`config.mk`:
```
export PLATFORM = sky130hd
export DESIGN_NAME = memory_tank_param
export DESIGN_NICKNAME = d
export VERILOG_FILES = /design/src/rtl/edsac_mem_pkg.sv /design/src/rtl/delay_line_atom.sv /design/src/rtl/memory_tank_param.sv
export SDC_FILE = /design/constraint.sdc
export NUM_CORES = 1
export LEC_CHECK = 0
export BUFFER_PORTS_ARGS = -buffer_cell sky130_fd_sc_hd__buf_4
export CORE_MARGIN = 1
export CORE_UTILIZATION = 40
export CTS_BUF_LIST = sky130_fd_sc_hd__clkbuf_8 sky130_fd_sc_hd__clkbuf_16
export DETAILED_ROUTE_END_ITERATION = 10
export PLACE_DENSITY_LB_ADDON = 0.25
export SLEW_MARGIN = 25
export SYNTH_ARGS = -nofsm -noshare
export SYNTH_HDL_FRONTEND = slang
export SYNTH_SLANG_ARGS = --single-unit
```
`constraint.sdc`:
```
create_clock -name r2_clk -period 1.6 [get_ports r2_clk]
set_input_delay 0.32 -clock r2_clk [delete_from_list [all_inputs] [get_ports r2_clk]]
set_output_delay 0.32 -clock r2_clk [all_outputs]
set_load 0.1 [all_outputs]
```
`src/rtl/edsac_mem_pkg.sv`:
```
// Shared constants and gate-FSM state type for the EDSAC mercury-tank store.
package edsac_mem_pkg;

  localparam int SHORT_SLOT_BITS = 18;
  localparam int TANK_SLOTS      = 32;

  typedef enum logic [1:0] {
    GATE_IDLE   = 2'd0,
    GATE_ARMED  = 2'd1,
    GATE_ACTIVE = 2'd2
  } gate_state_t;

endpackage

```
`src/rtl/delay_line_atom.sv`:
```
// DEPTH-stage serial delay line: tail enters stage 0, head leaves the last stage.
module delay_line_atom #(
  parameter int DEPTH = 576
) (
  input  logic i_clk,
  input  logic i_rst_n,
  input  logic i_tail,
  output logic o_head
);

  logic [DEPTH-1:0] r_line;

  always_ff @(posedge i_clk or negedge i_rst_n) begin
    if (!i_rst_n) begin
      r_line <= '0;
    end else begin
      r_line <= {r_line[DEPTH-2:0], i_tail};
    end
  end

  assign o_head = r_line[DEPTH-1];

endmodule

```
`src/rtl/memory_tank_param.sv`:
```
// One EDSAC mercury tank: recirculating serial store with position counters,
// optional slot-synchronous gating and registered bus/monitor outputs.
module memory_tank_param
  import edsac_mem_pkg::*;
#(
  parameter int SLOT_BITS = SHORT_SLOT_BITS,
  parameter int SLOTS     = TANK_SLOTS,
  parameter bit SLOT_MODE = 1'b0
) (
  input  logic                         r2_clk,
  input  logic                         r2_rst_n,
  input  logic                         r2_mib,
  input  logic                         r2_t_in,
  input  logic                         r2_t_clr,
  input  logic                         r2_t_out,
  output logic                         r2_mob,
  output logic                         monitor,
  output logic [$clog2(SLOT_BITS)-1:0] bit_idx,
  output logic [$clog2(SLOTS)-1:0]     slot_idx,
  output logic                         slot_start
);

  localparam int DEPTH = SLOTS * SLOT_BITS;
  localparam int BW    = $clog2(SLOT_BITS);
  localparam int SW    = $clog2(SLOTS);
  localparam logic [BW-1:0] LAST_BIT  = BW'(SLOT_BITS - 1);
  localparam logic [BW-1:0] HEAD_LAST = BW'(SLOT_BITS - 2);
  localparam logic [SW-1:0] LAST_SLOT = SW'(SLOTS - 1);

  logic [BW-1:0] r_bit;
  logic [SW-1:0] r_slot;
  logic          r_mob;
  logic          r_mon;
  gate_state_t   r_gst [3];
  logic [2:0]    r_rearm;

  logic       w_head;
  logic       w_tail;
  logic       w_head_last;
  logic [2:0] w_gate;
  logic [2:0] w_act;
  logic       w_in_eff;
  logic       w_clr_eff;
  logic       w_out_eff;

  // Counters describe the registered output digit, so the head is one position ahead.
  assign w_head_last = (r_bit == HEAD_LAST);
  assign w_gate      = {r2_t_out, r2_t_clr, r2_t_in};

  always_ff @(posedge r2_clk or negedge r2_rst_n) begin
    if (!r2_rst_n) begin
      r_bit  <= '0;
      r_slot <= '0;
    end else if (r_bit == LAST_BIT) begin
      r_bit  <= '0;
      r_slot <= (r_slot == LAST_SLOT) ? '0 : r_slot + 1'b1;
    end else begin
      r_bit <= r_bit + 1'b1;
    end
  end

  // Gate FSMs (index 0 = in, 1 = clr, 2 = out). ACTIVE spans head digits 0..SLOT_BITS-1
  // of one slot. A request at the slot boundary (or one remembered during ACTIVE) goes
  // straight to ACTIVE, since ARMED would be left on that very edge anyway.
  always_ff @(posedge r2_clk or negedge r2_rst_n) begin
    if (!r2_rst_n) begin
      for (int g = 0; g < 3; g++) r_gst[g] <= GATE_IDLE;
      r_rearm <= '0;
    end else begin
      for (int g = 0; g < 3; g++) begin
        case (r_gst[g])
          GATE_IDLE: begin
            if (w_gate[g]) r_gst[g] <= w_head_last ? GATE_ACTIVE : GATE_ARMED;
          end
          GATE_ARMED: begin
            if (w_head_last) r_gst[g] <= GATE_ACTIVE;
          end
          GATE_ACTIVE: begin
            if (w_head_last) begin
              r_gst[g]   <= (r_rearm[g] || w_gate[g]) ? GATE_ACTIVE : GATE_IDLE;
              r_rearm[g] <= 1'b0;
            end else if (w_gate[g]) begin
              r_rearm[g] <= 1'b1;
            end
          end
          default: r_gst[g] <= GATE_IDLE;
        endcase
      end
    end
  end

  assign w_act[0] = (r_gst[0] == GATE_ACTIVE);
  assign w_act[1] = (r_gst[1] == GATE_ACTIVE);
  assign w_act[2] = (r_gst[2] == GATE_ACTIVE);

  assign w_in_eff  = SLOT_MODE ? w_act[0] : r2_t_in;
  assign w_clr_eff = SLOT_MODE ? w_act[1] : r2_t_clr;
  assign w_out_eff = SLOT_MODE ? w_act[2] : r2_t_out;

  // Clear has priority over write; otherwise the head recirculates.
  assign w_tail = w_clr_eff ? 1'b0 : (w_in_eff ? r2_mib : w_head);

  delay_line_atom #(.DEPTH(DEPTH)) u_line (
    .i_clk   (r2_clk),
    .i_rst_n (r2_rst_n),
    .i_tail  (w_tail),
    .o_head  (w_head)
  );

  always_ff @(posedge r2_clk or negedge r2_rst_n) begin
    if (!r2_rst_n) begin
      r_mob <= 1'b0;
      r_mon <= 1'b0;
    end else begin
      r_mob <= w_out_eff & w_head;
      r_mon <= w_head;
    end
  end

  assign r2_mob     = r_mob;
  assign monitor    = r_mon;
  assign bit_idx    = r_bit;
  assign slot_idx   = r_slot;
  assign slot_start = (r_bit == '0);

endmodule
```
==> results of run 1 <==
worst max-delay path by stage:
stage | start | slack (ns) | end | depth (start not counted)
2_1_floorplan | bit_idx[1]$_DFF_PN0_ | -0.59 | slot_start | 3
3_3_place_gp | bit_idx[1]$_DFF_PN0_ | 0.09 | slot_idx[3]$_DFFE_PN0N_ | 5
3_5_place_dp | bit_idx[1]$_DFF_PN0_ | -0.05 | slot_idx[3]$_DFFE_PN0N_ | 5
4_1_cts | bit_idx[0]$_DFF_PN0_ | -0.47 | slot_start | 4
5_1_grt | bit_idx[1]$_DFF_PN0_ | -0.50 | slot_start | 4
6_report | bit_idx[1]$_DFF_PN0_ | -0.45 | slot_start | 4
area by class of cell:
type / instances / area (µm²)
fillers: 2901 / 18800
flip-flops and latches: 588 / 14700
repair buffers: 43 / 544
clock inverters: 30 / 236
inverters: 2 / 12.5
multi-input cells: 41 / 368
well taps: 468 / 586
clock buffers: 67 / 1520
through the flow:
step	instance area [µm²]	setup TNS [ns]	setup slack, ns
floorplan	15100	-0.586	-0.586
global placement	16000	0	0.0915
detailed placement	16000	-0.0450	-0.0450
CTS	17900	-0.774	-0.472
global route	18000	-0.885	-0.501
finish	18000	-0.666	-0.447
power breakdown:
group | internal [mW] | total, mW | switching, mW
registers | 14.9 | 14.9 | 0.0145
logic | 0.0664 | 0.343 | 0.276
clock network | 7.30 | 12.3 | 5.02
worst max-delay path: stages, from the launching register on:
cell and delay [ns]:
dfrtp_4 0.50, inv_4 0.07, ha_4 0.12, nor4b_4 0.22, buf_6 0.26
state kept, by name, summed over array words and instances (netlist names):
| name | flops |
|---|---|
| bit_idx | 5 |
| u_line.r_line | 576 |
| slot_idx | 5 |
| monitor | 1 |
| r2_mob | 1 |
layer usage:
metal / vias to the layer above / wire length [µm]
li1: 2175 / -
met1: 2833 / 9040
met2: 74 / 8180
met3: 44 / 743
met4: 0 / 602
met5: - / 0
layout by cell type, fill, tap and decap left out, types with 2 or more instances in the layout:
| master | synthesis | routed |
|---|---|---|
| buf_6 | 1 | 5 |
| buf_4 | 0 | 19 |
| buf_12 | 0 | 15 |
| xnor2_1 | 2 | 2 |
| nand3_1 | 4 | 4 |
| nor3_1 | 2 | 2 |
| clkinv_2 | 0 | 9 |
| dfrtp_2 | 0 | 6 |
| nor2_1 | 5 | 5 |
| dfrtp_4 | 0 | 4 |
| clkbuf_8 | 0 | 14 |
| dfrtp_1 | 588 | 578 |
| ha_4 | 0 | 3 |
| dlygate4sd3_1 | 0 | 3 |
| nand2_1 | 7 | 7 |
| clkinvlp_4 | 0 | 2 |
| inv_4 | 0 | 2 |
| and2_1 | 2 | 2 |
| bufinv_16 | 0 | 4 |
| a21oi_1 | 2 | 2 |
| clkbuf_16 | 0 | 53 |
| inv_1 | 2 | 15 |
kinds of logic (layout without fill, tap and decap cells):
| group | after synthesis | in the layout | share of synthesized area |
|---|---|---|---|
| adders and majority gates | 5 | 5 | 0.00416 |
| and+or+nand+nor | 28 | 28 | 0.0103 |
| xor gates and xnor gates | 2 | 2 | 0.00117 |
| DFF | 588 | 588 | 0.979 |
| AOI/OAI and AO/OA | 5 | 5 | 0.00308 |
| buffers and inverters | 4 | 142 | 0.00158 |
| muxes | 1 | 1 | 0.000666 |
timing repair:
item | 4_1_cts | 5_1_grt
endpoints found under the hold margin | 28 | 0
endpoints found under the setup margin | 12 | 10
hold buffers | 3 | 0
buffers inserted | 5 | 2
pin swaps | 1 | 0
gates resized for setup | 22 | 8
==> metrics.txt, run 1 <==
status finished with violations; failing checks negative setup slack; Final Power approximately 28 mW; drt first-iter violations 171; met1 GRT Util 0.161; Cells on Worst Hold Path 3; nets 740; Die ar. about 38000 µm²; total wire length ~19000 µm; fmax approximately 0.49 GHz; Routed Antenna Nets 0; Pre-antenna DRT Iters 4; Syn Inst Count around 630; vias in the first global route approximately 6000; die height about 200 µm; Rows 70; Max Root-Sink Buffers 3; Data arrival, critical path 1.73 ns; final-report hold violation count 0; Yosys top cell by area dfrtp_1; hold_ws between 0.03 and 0.04 ns; TritonCTS Buffers 53; Initial Util 0.409; HP Class in2reg; layout cell share with drive strength beyond 1 0.187; DR vias/cell a little over 4; Seq/Total Area, Yosys 0.979; Placed Instances ~1100; Mapped Nets between 600 and 700; vias roughly 5100; CP required 1.28 ns; maxcap violations 0; RR Endpoint slot_idx[3]$_DFFE_PN0N_; CORE AREA around 37000 µm²; Async S/R FF share, synth 1.00; Synth Area per Inst ~24 µm²; Hold Path Sink u_line.r_line[0]$_DFF_PN0_; post-route minimum period between 2 and 2.5 ns; LEAKAGE approximately 9.5 nW; routed len/inst between 10 and 15 µm; Die Wd 196 µm; met3 usage 0.0244; Pwr Density between 1500 and 2000 nW/µm²; synth-to-layout area growth 19.8%; total global routing track utilization 0.106; busiest grt layer met1; crit end category primary output; Clock Skews 0.00875 ns; CTS Sinks approximately 590; initial antenna violation count 0; CTS tree done; Yosys reg bits 588; measured slew at the worst slew-check pin 0.427 ns; crit path max fanout 2; R2R Setup Slk 0.07 ns; YS warnings 0; period utilisation layout 1.28; first-pass GRT wire length 32200 µm; H-tree level count 2; Main synth FF type dfrtp_1; maximum vdd drop between 0.7 and 0.8 mV; GPL Wtd Cong roughly 0.70; Post-Layout Cell Count 1239; drt drc 0; root buffer cell clkbuf_16; Clk Latency, worst-skew pair around 0.55 ns; Hold Path Origin r2_mib; largest net degree at the start of global routing 77; hpwl dp ~8400 µm; final setup violating endpoints 4; setup slack after layout -0.447 ns; largest cells by area after synthesis dfrtp_1, ha_1, nand2_1; Slew HR 0.715; Critical Path Start Type flip-flop; Clock Pin Slew Worst Setup and Hold Paths about 0.07 ns; Yosys top cell area share 0.979; I/O Buffers 18; top-level I/O count 19; GRT met2 Usage 0.147; Distinct cells, synth 24; grt ovf 0; dominant cell by count in the synthesized netlist dfrtp_1; top cells by count, synth dfrtp_1, nand2_1, ha_1, nor2_1, nand3_1; fin util 0.489; CP Class reg2out; final slew viol count 0; number of cells on the worst reg-to-reg path 6; Post-synth EDFFs 0; synthesized area 15000 µm²; RSZ-0062 raised after global routing yes; Inserted Diodes 0; FF-to-FF Start bit_idx[1]$_DFF_PN0_
Note: power is estimated with default switching activity, not from simulation.
==> inputs of run 2 (changes only) <==
--- a/config.mk
+++ b/config.mk
@@ -10,6 +10,7 @@
 export CORE_UTILIZATION = 40
 export CTS_BUF_LIST = sky130_fd_sc_hd__clkbuf_8 sky130_fd_sc_hd__clkbuf_16
 export DETAILED_ROUTE_END_ITERATION = 10
+export HOLD_SLACK_MARGIN = 0.06
 export PLACE_DENSITY_LB_ADDON = 0.25
 export SLEW_MARGIN = 25
 export SYNTH_ARGS = -nofsm -noshare
==> metrics.txt, run 2 (same netlist as run 1, synthesis figures left out) <==
final slew viol count 0; CP Class reg2out; die height between 150 and 200 µm; LEAKAGE roughly 9.5 nW; CP required 1.28 ns; largest net degree at the start of global routing 77; nets 741; worst-path cell chain inv_4 -> ha_4 -> nor4b_4 -> buf_6; fmax 0.489 GHz; failing checks negative setup slack; Max Root-Sink Buffers 3; status finished with violations; vias in the first global route approximately 6000; Pwr Density around 1500 nW/µm²; final-report hold violation count 0; measured slew at the worst slew-check pin approximately 0.43 ns; Die Wd roughly 200 µm; Initial Util 0.409; CTS Sinks just under 600; WP buf/inv 2; DR vias/cell a little over 4; Die ar. about 38000 µm²; Critical Path Max Stage Delay 0.50 ns; RR Endpoint slot_idx[3]$_DFFE_PN0N_; final setup violating endpoints 4; fin util 0.490; number of cells on the worst reg-to-reg path 6; most frequent cells in the layout dfrtp_1, clkbuf_16, buf_4; post-route minimum period a little over 2 ns; Pre-antenna DRT Iters 4; R2R Setup Slk ~0.070 ns; grt ovf 0; CTS tree done; maximum vdd drop 0.726 mV; met1 GRT Util 0.161; synth-to-layout area growth 19.8%; Critical Path Start Type flip-flop; total global routing track utilization 0.106; top-level I/O count 19; first-pass GRT wire length between 30000 and 40000 µm; Routed Antenna Nets 0; Crit-path slowest cell dfrtp_4; met3 usage 0.0244; hpwl dp 8400 µm; total wire length roughly 19000 µm; maxcap violations 0; GPL Wtd Cong between 0.7 and 0.8; Final Power around 28 mW; Clock Skews 0.00870 ns; routed len/inst around 15 µm; Clk Latency, worst-skew pair between 0.5 and 0.6 ns; H-tree level count 2; Placed Instances about 1100; fill count between 2000 and 3000; max FFs per register 576; worst slack, placed -0.0450 ns; TritonCTS Buffers 53; crit end category primary output; HP Class in2async; commonest non-fill, non-tap cell in the layout dfrtp_1; initial antenna violation count 0; Slew HR 0.716; GRT met2 Usage 0.148; Post-Layout Cell Count between 1000 and 1500; CORE AREA 36800 µm²; setup slack after layout -0.447 ns; I/O Buffers 18; crit path max fanout 2; FF-to-FF Start bit_idx[1]$_DFF_PN0_; Data arrival, critical path 1.73 ns; Rows 70; layout cell share with drive strength beyond 1 0.187; vias approximately 5000; Inserted Diodes 0; RSZ-0062 raised after global routing yes; Clock Pin Slew Worst Setup and Hold Paths roughly 0.070 ns; busiest grt layer met1; drt drc 0; crit-path leading delay family flip-flops; root buffer cell clkbuf_16; Most flops, register u_line.r_line; drt first-iter violations around 180; period utilisation layout 1.28
-- run 2: cell type report --
class | instances | area [µm²] | area share
inverter | 2 | 12.5 | 0.000695
clock inverter | 30 | 236 | 0.0131
sequential | 588 | 14700 | 0.818
tap | 468 | 586 | 0.0325
clock buffer | 67 | 1520 | 0.0843
timing repair buffer | 44 | 554 | 0.0308
multi-input combinational | 41 | 368 | 0.0204
-- run 2: worst max path at each step --
stage,endpoint,cells after the start,start,slack [ns]
3_5_place_dp,slot_idx[3]$_DFFE_PN0N_,5,bit_idx[1]$_DFF_PN0_,-0.05
2_1_floorplan,slot_start,3,bit_idx[1]$_DFF_PN0_,-0.59
5_1_grt,slot_start,4,bit_idx[1]$_DFF_PN0_,-0.50
6_report,slot_start,4,bit_idx[1]$_DFF_PN0_,-0.45
4_1_cts,slot_start,4,bit_idx[0]$_DFF_PN0_,-0.47
3_3_place_gp,slot_idx[3]$_DFFE_PN0N_,5,bit_idx[1]$_DFF_PN0_,0.09
-- run 2: power by group --
part           leakage (nW)  switching (mW)  internal, mW  total, mW
clock                 0.926            5.02          7.30       12.3
combinational         0.434           0.277        0.0676      0.344
sequential             8.16          0.0145          14.9       14.9
-- run 2: stage by stage --
| step | hold slack [ns] | area (µm²) | TNS, ns |
|---|---|---|---|
| final | 0.291 | 18000 | -0.666 |
| after global routing | 0.300 | 18000 | -0.885 |
| after global placement | 0.268 | 16000 | 0 |
| after floorplan | 0.0244 | 15100 | -0.586 |
| after CTS | 0.282 | 18000 | -0.774 |
| after detailed placement | 0.276 | 16000 | -0.0450 |
-- run 2: routing by layer --
metal,up-vias,part of all wire
met3,44,0.039
met5,-,0
met1,2841,0.49
met2,73,0.44
met4,0,0.032
li1,2177,-
-- run 2: timing repair --
action / CTS / global route
pin swaps: 1 / 0
resized for setup: 22 / 8
buffers inserted: 5 / 2
gates cloned: 0 / 0
endpoints found under the hold margin: 118 / 0
hold buffers: 4 / 0
endpoints found under the setup margin: 12 / 10
